$ cat config.mk
export PLATFORM = sky130hd
export DESIGN_NAME = ball_bouncer
export DESIGN_NICKNAME = d
export VERILOG_FILES = /design/src/rtl/ball_pkg.sv /design/src/rtl/ball_axis.sv /design/src/rtl/ball_bouncer.sv
export SDC_FILE = /design/constraint.sdc
export NUM_CORES = 1
export LEC_CHECK = 0
export ABC_AREA = 1
export ABC_CLOCK_PERIOD_IN_PS = 3000
export BUFFER_PORTS_ARGS = -buffer_cell sky130_fd_sc_hd__buf_2
export CORE_MARGIN = 10
export CORE_UTILIZATION = 50
export DETAILED_ROUTE_END_ITERATION = 10
export GPL_ROUTABILITY_DRIVEN = 1
export GPL_TIMING_DRIVEN = 1
export HOLD_SLACK_MARGIN = 0.08
export PLACE_DENSITY = 0.84
export REMOVE_ABC_BUFFERS = 1
export SLEW_MARGIN = 5
export SYNTH_ARGS = -nofsm -noshare
export SYNTH_HDL_FRONTEND = slang
export SYNTH_HIERARCHICAL = 1
export SYNTH_SLANG_ARGS = --single-unit
$ cat constraint.sdc
create_clock -name clk -period 3 [get_ports clk]
set_input_delay 0.3 -clock clk [delete_from_list [all_inputs] [get_ports clk]]
set_output_delay 0.3 -clock clk [all_outputs]
set_load 0.1 [all_outputs]
$ cat src/rtl/ball_pkg.sv
// Shared types and widths for the moving-ball generator.
package ball_pkg;
    typedef enum logic [1:0] {IDLE, MOVE_X, MOVE_Y} mv_state_t;
    typedef logic [11:0] rgb_t;
    localparam int SPEED_W  = 4;
    localparam int BOUNCE_W = 8;
endpackage

$ cat src/rtl/ball_axis.sv
// One axis of ball motion: advances position by spd_i when stepped and
// clamps to the screen edge with a direction flip and a one-clk hit pulse.
module ball_axis
    import ball_pkg::*;
#(
    parameter int COORD_W   = 10,
    parameter int ACTIVE    = 640,
    parameter int BALL_SIZE = 8,
    parameter int INIT      = 0
) (
    input  logic               clk,
    input  logic               reset,
    input  logic               step_i,
    input  logic [SPEED_W-1:0] spd_i,
    output logic [COORD_W-1:0] pos_o,
    output logic               dir_o,
    output logic               hit_o
);
    localparam logic [COORD_W:0]   MAX_EXT = (COORD_W+1)'(ACTIVE - BALL_SIZE);
    localparam logic [COORD_W-1:0] MAX_POS = COORD_W'(ACTIVE - BALL_SIZE);
    localparam logic [COORD_W-1:0] INIT_POS = COORD_W'(INIT);

    logic [COORD_W-1:0] pos_q, pos_d;
    logic               dir_q, dir_d;
    logic               hit;
    logic [COORD_W:0]   pos_ext, spd_ext, sum, diff;

    assign pos_ext = {1'b0, pos_q};
    assign spd_ext = (COORD_W+1)'(spd_i);
    assign sum     = pos_ext + spd_ext;
    assign diff    = pos_ext - spd_ext;

    // dir_q: 0 moves toward larger coordinates, 1 toward zero
    always_comb begin
        pos_d = pos_q;
        dir_d = dir_q;
        hit   = 1'b0;
        if (step_i && (spd_i != '0)) begin
            if (!dir_q) begin
                if (sum > MAX_EXT) begin
                    pos_d = MAX_POS;
                    dir_d = 1'b1;
                    hit   = 1'b1;
                end else begin
                    pos_d = sum[COORD_W-1:0];
                end
            end else begin
                if (pos_ext < spd_ext) begin
                    pos_d = '0;
                    dir_d = 1'b0;
                    hit   = 1'b1;
                end else begin
                    pos_d = diff[COORD_W-1:0];
                end
            end
        end
    end

    always_ff @(posedge clk) begin
        if (reset) begin
            pos_q <= INIT_POS;
            dir_q <= 1'b0;
        end else begin
            pos_q <= pos_d;
            dir_q <= dir_d;
        end
    end

    assign pos_o = pos_q;
    assign dir_o = dir_q;
    assign hit_o = hit;
endmodule

$ cat src/rtl/ball_bouncer.sv
// Moving-ball generator: per-frame motion FSM, bounce counter and registered render.
//   state  | meaning
//   IDLE   | waiting for frame_tick (held here while paused)
//   MOVE_X | x axis steps by spd_q
//   MOVE_Y | y axis steps by spd_q
module ball_bouncer
    import ball_pkg::*;
#(
    parameter int COORD_W   = 10,
    parameter int H_ACTIVE  = 640,
    parameter int V_ACTIVE  = 480,
    parameter int BALL_SIZE = 8,
    parameter int INIT_X    = 316,
    parameter int INIT_Y    = 236,
    parameter int RGB_W     = 12
) (
    input  logic                clk,
    input  logic                reset,
    input  logic                p_tick,
    input  logic                video_on,
    input  logic [COORD_W-1:0]  x,
    input  logic [COORD_W-1:0]  y,
    input  logic [SPEED_W-1:0]  speed,
    input  logic                pause,
    input  logic [RGB_W-1:0]    ball_color,
    input  logic [RGB_W-1:0]    bg_color,
    output logic [RGB_W-1:0]    rgb,
    output logic [COORD_W-1:0]  ball_x,
    output logic [COORD_W-1:0]  ball_y,
    output logic [BOUNCE_W-1:0] bounce_cnt,
    output logic                frame_tick
);
    localparam logic [COORD_W:0] SIZE_EXT = (COORD_W+1)'(BALL_SIZE);

    mv_state_t           state_q, state_d;
    logic [SPEED_W-1:0]  spd_q, spd_d;
    logic                frame_tick_q, frame_tick_d;
    logic [BOUNCE_W-1:0] bounce_cnt_q, bounce_cnt_d;
    logic [RGB_W-1:0]    rgb_q, rgb_d;
    logic                hit_x, hit_y, on_ball;

    ball_axis #(.COORD_W(COORD_W), .ACTIVE(H_ACTIVE), .BALL_SIZE(BALL_SIZE), .INIT(INIT_X))
    u_axis_x (
        .clk(clk), .reset(reset), .step_i(state_q == MOVE_X), .spd_i(spd_q),
        .pos_o(ball_x), .dir_o(), .hit_o(hit_x)
    );

    ball_axis #(.COORD_W(COORD_W), .ACTIVE(V_ACTIVE), .BALL_SIZE(BALL_SIZE), .INIT(INIT_Y))
    u_axis_y (
        .clk(clk), .reset(reset), .step_i(state_q == MOVE_Y), .spd_i(spd_q),
        .pos_o(ball_y), .dir_o(), .hit_o(hit_y)
    );

    // First pixel of vertical blank marks the frame boundary
    assign frame_tick_d = p_tick && (x == '0) && (y == COORD_W'(V_ACTIVE));

    always_comb begin
        state_d = state_q;
        spd_d   = spd_q;
        case (state_q)
            IDLE: if (frame_tick_q && !pause) begin
                state_d = MOVE_X;
                spd_d   = speed;
            end
            MOVE_X:  state_d = MOVE_Y;
            MOVE_Y:  state_d = IDLE;
            default: state_d = IDLE;
        endcase
    end

    assign bounce_cnt_d = bounce_cnt_q + BOUNCE_W'(hit_x) + BOUNCE_W'(hit_y);

    assign on_ball = ({1'b0, x} >= {1'b0, ball_x}) && ({1'b0, x} < ({1'b0, ball_x} + SIZE_EXT)) &&
                     ({1'b0, y} >= {1'b0, ball_y}) && ({1'b0, y} < ({1'b0, ball_y} + SIZE_EXT));

    always_comb begin
        rgb_d = rgb_q;
        if (p_tick) rgb_d = video_on ? (on_ball ? ball_color : bg_color) : '0;
    end

    always_ff @(posedge clk) begin
        if (reset) begin
            state_q      <= IDLE;
            spd_q        <= '0;
            frame_tick_q <= 1'b0;
            bounce_cnt_q <= '0;
            rgb_q        <= '0;
        end else begin
            state_q      <= state_d;
            spd_q        <= spd_d;
            frame_tick_q <= frame_tick_d;
            bounce_cnt_q <= bounce_cnt_d;
            rgb_q        <= rgb_d;
        end
    end

    assign rgb        = rgb_q;
    assign bounce_cnt = bounce_cnt_q;
    assign frame_tick = frame_tick_q;
endmodule
* Yosys cells after proc, flatten, opt, wreduce, memory -nomap -nowiden
Cells that the tools add are included.
** Cells by class
- Add/sub/neg operators :: 8
- $mul :: 0
- Div/mod/pow operators :: 0
- $lt $le $gt $ge :: 8
- Eq/ne operators :: 4
- Shift operators :: 0
- Muxes and demuxes :: 22
- Bitwise gates (word level) :: 0
- Reductions and logical operators :: 13
** Operator list (count)
- $mux 10 :: 6
- $mux 12 :: 2
- $add 10x4->11 :: 2
- $add 10x4->11 const B :: 2
- $lt 10x11->1 :: 2
- $ge 10x10->1 :: 2
- $lt 10x4->1 :: 2
- $sub 10x4->10 :: 2
- $add 8x1->8 :: 2
- $mux 1 :: 12
- $gt 11x10->1 const B :: 1
- $gt 11x9->1 const B :: 1
- $eq 10x9->1 const B :: 1
- $logic_not 10->1 :: 1
- $logic_and 1x1->1 :: 8
- $pmux 2 s2 :: 1
- $reduce_bool 4->1 :: 1
- $eq 2x1->1 const B :: 1
- $eq 2x2->1 const B :: 1
- $logic_not 2->1 :: 1
- $mux 2 :: 1
- $ne 2x2->1 const B :: 1
- $reduce_and 2->1 :: 1
- $logic_not 1->1 :: 1
** Word-level totals
- Flip-flop bits (word level) :: 49
- Bits in latches :: 0
- Bits in writable memories :: 0
- Bits in read-only memories :: 0
- Word-level logic and storage cells :: 64
- Memories kept :: 0

* Longest topological paths before layout
- Word-level depth :: 7
- Depth in mapped cells :: 27
- Gate-level depth less buffers :: 27

* Hierarchy
The synthesis kept the hierarchy.
** Modules (own cells, without submodules)
- ball_bouncer :: times used 1, cells each 383, area an instance 2442.3 µm², seq. area each 540.5 µm²
- ball_axis (u_axis_y) :: times used 1, cells each 201, area an instance 1305.0 µm², seq. area each 220.2 µm²
- ball_axis (u_axis_x) :: times used 1, cells each 217, area an instance 1280.0 µm², seq. area each 220.2 µm²

* Worst setup path before layout
No wires, ideal clock.
- Path kind :: register to register
- Start :: reg u_axis_x.pos_q[3] (netlist: u_axis_x/pos_o[3])
- End :: reg bounce_cnt_q[7] (netlist: bounce_cnt[7])
- Setup time :: 128 ps
- Arrival time :: 3662 ps
- Path slack :: -790 ps
- Cell stages (with the launch flop) :: 24
- Path buffers :: 0
- Cell sequence :: dfxtp_1 > ha_1 > nor2_1 > nand2_1 > nand2_1 > nand2_2 > nor2_2 > nand2_1 > nand3_4 > nand2_4 > nand2_2 > nand2_2 > nor2_4 > inv_1 > fa_1 > inv_1 > nand3_1 > nor2_1 > inv_1 > nor2_1 > nand2_1 > nor2_1 > xnor2_1 > nor2_1
** Between the ends
- Word-level cells in the longest chain between the ends :: 7
- Elaborated cells between the ends (all ways) :: 9
** RTL lines
- from (decl) :: RTL line ball_axis.sv:23 : logic [COORD_W-1:0] pos_q, pos_d;
- from (signal assigned) :: RTL line ball_axis.sv:64 : pos_q <= pos_d;
- $add 10x4->11 :: RTL line ball_axis.sv:30 : assign sum = pos_ext + spd_ext;
- $gt 11x10->1 :: RTL line ball_axis.sv:40 : if (sum > MAX_EXT) begin
- $mux 1 :: RTL line ball_axis.sv:40
- $mux 1 * :: RTL line ball_axis.sv:39 : if (!dir_q) begin
- $mux 1 * :: RTL line ball_axis.sv:38 : if (step_i && (spd_i != '0)) begin
- named net hit_x :: RTL line ball_bouncer.sv:40 : logic hit_x, hit_y, on_ball;
- $add 8x1->8 * (2 in series) :: RTL line ball_bouncer.sv:71 : assign bounce_cnt_d = bounce_cnt_q + BOUNCE_W'(hit_x) + BOUNCE_W'(hit_y);
- to (signal assigned) :: RTL line ball_bouncer.sv:92 : bounce_cnt_q <= bounce_cnt_d;
- to (decl) :: RTL line ball_bouncer.sv:38 : logic [BOUNCE_W-1:0] bounce_cnt_q, bounce_cnt_d;
Mark *: on every way through the listed nets, which the timed path passes. The rest lies on a longest branch.
A chain may end at the register's enable or synchronous reset.

* Worst setup path in the final report
- Start :: reg spd_q[0]
- End :: reg bounce_cnt_q[7] (netlist: bounce_cnt[7])
** Between the ends
- Word-level cells in the longest chain between the ends :: 7
- Elaborated cells between the ends (all ways) :: 19
** RTL lines
- from (decl) :: RTL line ball_bouncer.sv:36 : logic [SPEED_W-1:0] spd_q, spd_d;
- from (signal assigned) :: RTL line ball_bouncer.sv:90 : spd_q <= spd_d;
- $add 10x4->11 :: RTL line ball_axis.sv:30
- $gt 11x10->1 :: RTL line ball_axis.sv:40
- $mux 1 :: RTL line ball_axis.sv:40
- $mux 1 :: RTL line ball_axis.sv:39
- $mux 1 * :: RTL line ball_axis.sv:38
- named net hit_x :: RTL line ball_bouncer.sv:40
- $add 8x1->8 * (2 in series) :: RTL line ball_bouncer.sv:71
Marks and branches as above.

==> results by group <==
Global routing
  • Met2 Use GR: a little over a third
  • Global-route layer with the greatest usage: met2
  • Initial antenna violation count: 0
  • First-pass GRT wire length: about 24 mm
  • GR Overflow Total: 0
  • Vias in the first global route: approximately 5,300
  • Overall Global Routing Usage: roughly 19%
  • Met1 Use GR: a little under a quarter
  • Met3 usage: under 10%
  • Largest net degree at the start of global routing: 30

Logic synthesis
  • Sequential fraction of the synthesis area: between 10% and 20%
  • Post-Synth Simple-Gate Area: 39.3%
  • Ys async rst share: 0%
  • Adder-cell area share of the yosys netlist: between 10% and 20%
  • Largest cells by area after synthesis: dfxtp_1 20%, nand2_1 16%, ha_1 13%
  • Compound-gate portion of the synthesized area: approximately 10%
  • Prevailing post-synth register cell: dfxtp_1
  • Post-synth EDFFs: 0
  • Post-Syn Area per Cell: ~6.3 um^2
  • Mux contribution to synthesized area: 0%
  • Area share of the largest cell type after synthesis: between 10% and 20%
  • Synth unique cells: 45
  • XOR/XNOR Fraction of Synth Area: 3.14%
  • Main combinational cell family by area after synthesis: simple AND/OR/NAND/NOR gates
  • Synthesis Warnings: 6
  • Area leader, netlist: dfxtp_1
  • Synthesis-stage register bit count: 49
  • Syn Inst Count: 801
  • Mapped Area: between 5000 and 6000 um^2

Detailed routing
  • Avg WL per Cell: between 10 and 15 um
  • First-pass DRT Iterations: 5
  • ANT nets after route: 0
  • DRC: 0
  • Routed vias: 5,569
  • Routed Wire Length: around 15 mm
  • Drt via density: between 5 and 6
  • DR iter-0 viols: about 310

Worst setup path
  • Crit. End Element: flip-flop
  • Critical path's slowest cell: fa_2
  • Crit-path cells: ha_4, fa_2, nor2_2, nand2_1, nand3_1, nor2_1, nand3_1, nand2_2, nand2_4, nand2_2, nand2_2, nor2_4, inv_2, fa_2, inv_2, nand3_2, nor2_2, inv_2, nor2_4, nand2_2, nor2_2, xnor2_1, nor2_1
  • Cell mode on critical path: nand2_2
  • WP buf/inv: 3
  • CP Launch Type: flip-flop
  • Critical path type: reg -> reg
  • Worst-path maximum fanout: 7
  • Critical path arrival: approximately 3400 ps
  • Crit path max-delay family: simple AND/OR/NAND/NOR gates
  • Critical Path RT: roughly 3200 ps
  • Crit path largest cell delay: 580 ps

Clock tree
  • CTS root buffer: clkbuf_8
  • CTS tree: done
  • Htree depth: 2
  • Clk pin slew, worst setup/hold paths: around 90 ps
  • Max Buffers Root-to-Sink: 2
  • Hold_buf cts: 0
  • Num CTS Buffers: 5
  • CTS sink count: 49
  • Clk_lat worst skew: slightly above 300 ps

Floorplan
  • Starting density of the core: 51.4%
  • Io pins: 94
  • Rows: 36
  • Die height: approximately 120 um
  • Core Region: around 9800 um^2
  • Die Area: approximately 14,000 um^2
  • DIE WIDTH: roughly 120 um

Placed design
  • Placer Congestion: 0.958
  • Placed insts: between 1,000 and 1,500
  • Detail Placement HPWL: between 10 and 15 mm
  • PortBufs: slightly above 90

Layout
  • Finished Layout Cells: roughly 1,100
  • Area of the multi-input gates: 3540 um^2
  • Reg area: roughly 1000 um^2
  • Commonest cells after routing, fill and taps aside: 206 x nand2_1, 126 x inv_1, 93 x buf_2
  • Layout Area Growth over Synthesis: 26.0%
  • Layout cells sized above 1: between 20% and 30%
  • Final Net Count: ~1,100
  • Inserted Diodes: 0
  • Fill cell count: roughly 880
  • Commonest non-fill, non-tap cell in the layout: nand2_1

Timing
  • Max Slew Vio Count: 0
  • Worst-Margin Slew: about 500 ps
  • Slew Limit Headroom: 66.6%
  • Finish-stage setup viols: 4
  • Final hold slack: 221 ps
  • Minimum clock period: between 3000 and 4000 ps
  • Max Clk Rate: slightly above 300 MHz
  • Final worst slack: -209 ps
  • RSZ-0062 raised after global routing: yes
  • Crit share post-route: 107%
  • Clock Skew: approximately 9.7 ps
  • Final Hold Vio Count: 0

Status
  • Status: finished, violations left
  • Failing checks: setup timing

Power
  • Max VDD drop: around 0.00016 V
  • Static leakage power: 3.42 nW
  • PD cells: ~200 nW/um^2

Hold path
  • Min-delay worst type: in -> reg

Flow run
  • Max cap viols: 0
==> registers in the layout (all words and copies together), names as in the netlist <==
name / cells
rgb: 12
u_axis_x/pos_o: 10
u_axis_y/pos_o: 10
bounce_cnt: 8
spd_q: 4
state_q: 2
frame_tick: 1
u_axis_x/dir_o: 1
u_axis_y/dir_o: 1
==> layer usage <==
layer	part of all wire [%]	wire, um	vias to the layer above
met2	51	7440	162
met4	2.1	304	0
met1	42	6150	2560
met5	0	0	-
li1	-	-	2826
met3	5.6	822	21
==> cell families after synthesis <==
family,after synthesis
AND/OR/NAND/NOR,426
XOR/XNOR,18
flip-flops,49
AO/OA/AOI/OAI,88
buffers and inverters,162
adder cells (fa/ha/maj),58
==> synth_stat cells, drive strengths merged (2+ instances only) <==
| library cell | instances |
|---|---|
| nand3b | 3 |
| a21oi | 52 |
| xnor2 | 4 |
| a21o | 3 |
| fa | 5 |
| nor3 | 6 |
| a31oi | 2 |
| clkbuf | 4 |
| nand3 | 84 |
| o21ai | 25 |
| and3 | 2 |
| inv | 140 |
| and2 | 2 |
| ha | 53 |
| nand2 | 243 |
| dfxtp | 49 |
| o211ai | 3 |
| nor2 | 73 |
| xor2 | 14 |
| nor4 | 4 |
| clkinv | 4 |
| nand4 | 8 |
| buf | 14 |
==> area by class of cell <==
| type | count | area share [%] |
|---|---|---|
| clock inverters | 1 | 0.118 |
| flip-flops and latches | 49 | 15.6 |
| clock buffers | 6 | 1.30 |
| multi-input cells | 590 | 55.9 |
| well taps | 133 | 2.63 |
| repair buffers | 165 | 15.9 |
| inverters | 144 | 8.57 |
==> worst paths after layout <==
path                                             from  cells past startpoint                  endpoint  slack [ps]
worst min register to register    rgb[7]$_SDFFE_PP0P_                      2       rgb[7]$_SDFFE_PP0P_         460
worst max-delay path            spd_q[0]$_SDFFE_PP0P_                     23  bounce_cnt[7]$_SDFF_PP0_        -210
worst min-delay path                         speed[1]                      3     spd_q[1]$_SDFFE_PP0P_         220
worst max register to register  spd_q[0]$_SDFFE_PP0P_                     23  bounce_cnt[7]$_SDFF_PP0_        -210
==> through the flow <==
step | setup TNS, ps | instance area [um^2] | setup slack (ps) | util [%] | power [mW]
2_1_floorplan | -6530 | 4910 | -835 | - | 0.806
3_3_place_gp | -497 | 6060 | -202 | 62.0 | 0.882
3_5_place_dp | -893 | 6060 | -313 | 62.0 | 0.886
4_1_cts | -279 | 6240 | -111 | 63.9 | 1.29
5_1_grt | -1560 | 6340 | -449 | 64.8 | 1.34
6_report | -728 | 6340 | -209 | 64.8 | 1.28
==> where the power goes <==
group / switching, mW / leakage [nW] / internal (mW)
clock: 0.226 / 0.0433 / 0.183
combinational: 0.144 / 2.98 / 0.0692
sequential: 0.00312 / 0.399 / 0.656
total: 0.372 / 3.42 / 0.908
==> what timing repair did <==
action | CTS | global route
pin swaps | 6 | 19
resized for setup | 23 | 22
endpoints found under the setup margin | 4 | 6
setup buffers | 2 | 1
==> worst register-to-register path, stage by stage, from the launching register on <==
cell     delay [ps]
dfxtp_4         400
ha_4            180
fa_2            580
nor2_2           40
nand2_1          50
nand3_1          60
nor2_1          120
nand3_1          90
nand2_2          90
nand2_4          60
nand2_2          60
nand2_2          80
nor2_4          130
inv_2            50
fa_2            330
inv_2            70
nand3_2          80
nor2_2          120
inv_2            60
nor2_4          110
nand2_2          60
nor2_2           90
xnor2_1         120
nor2_1           60
Note: power is estimated with default switching activity, not from simulation.
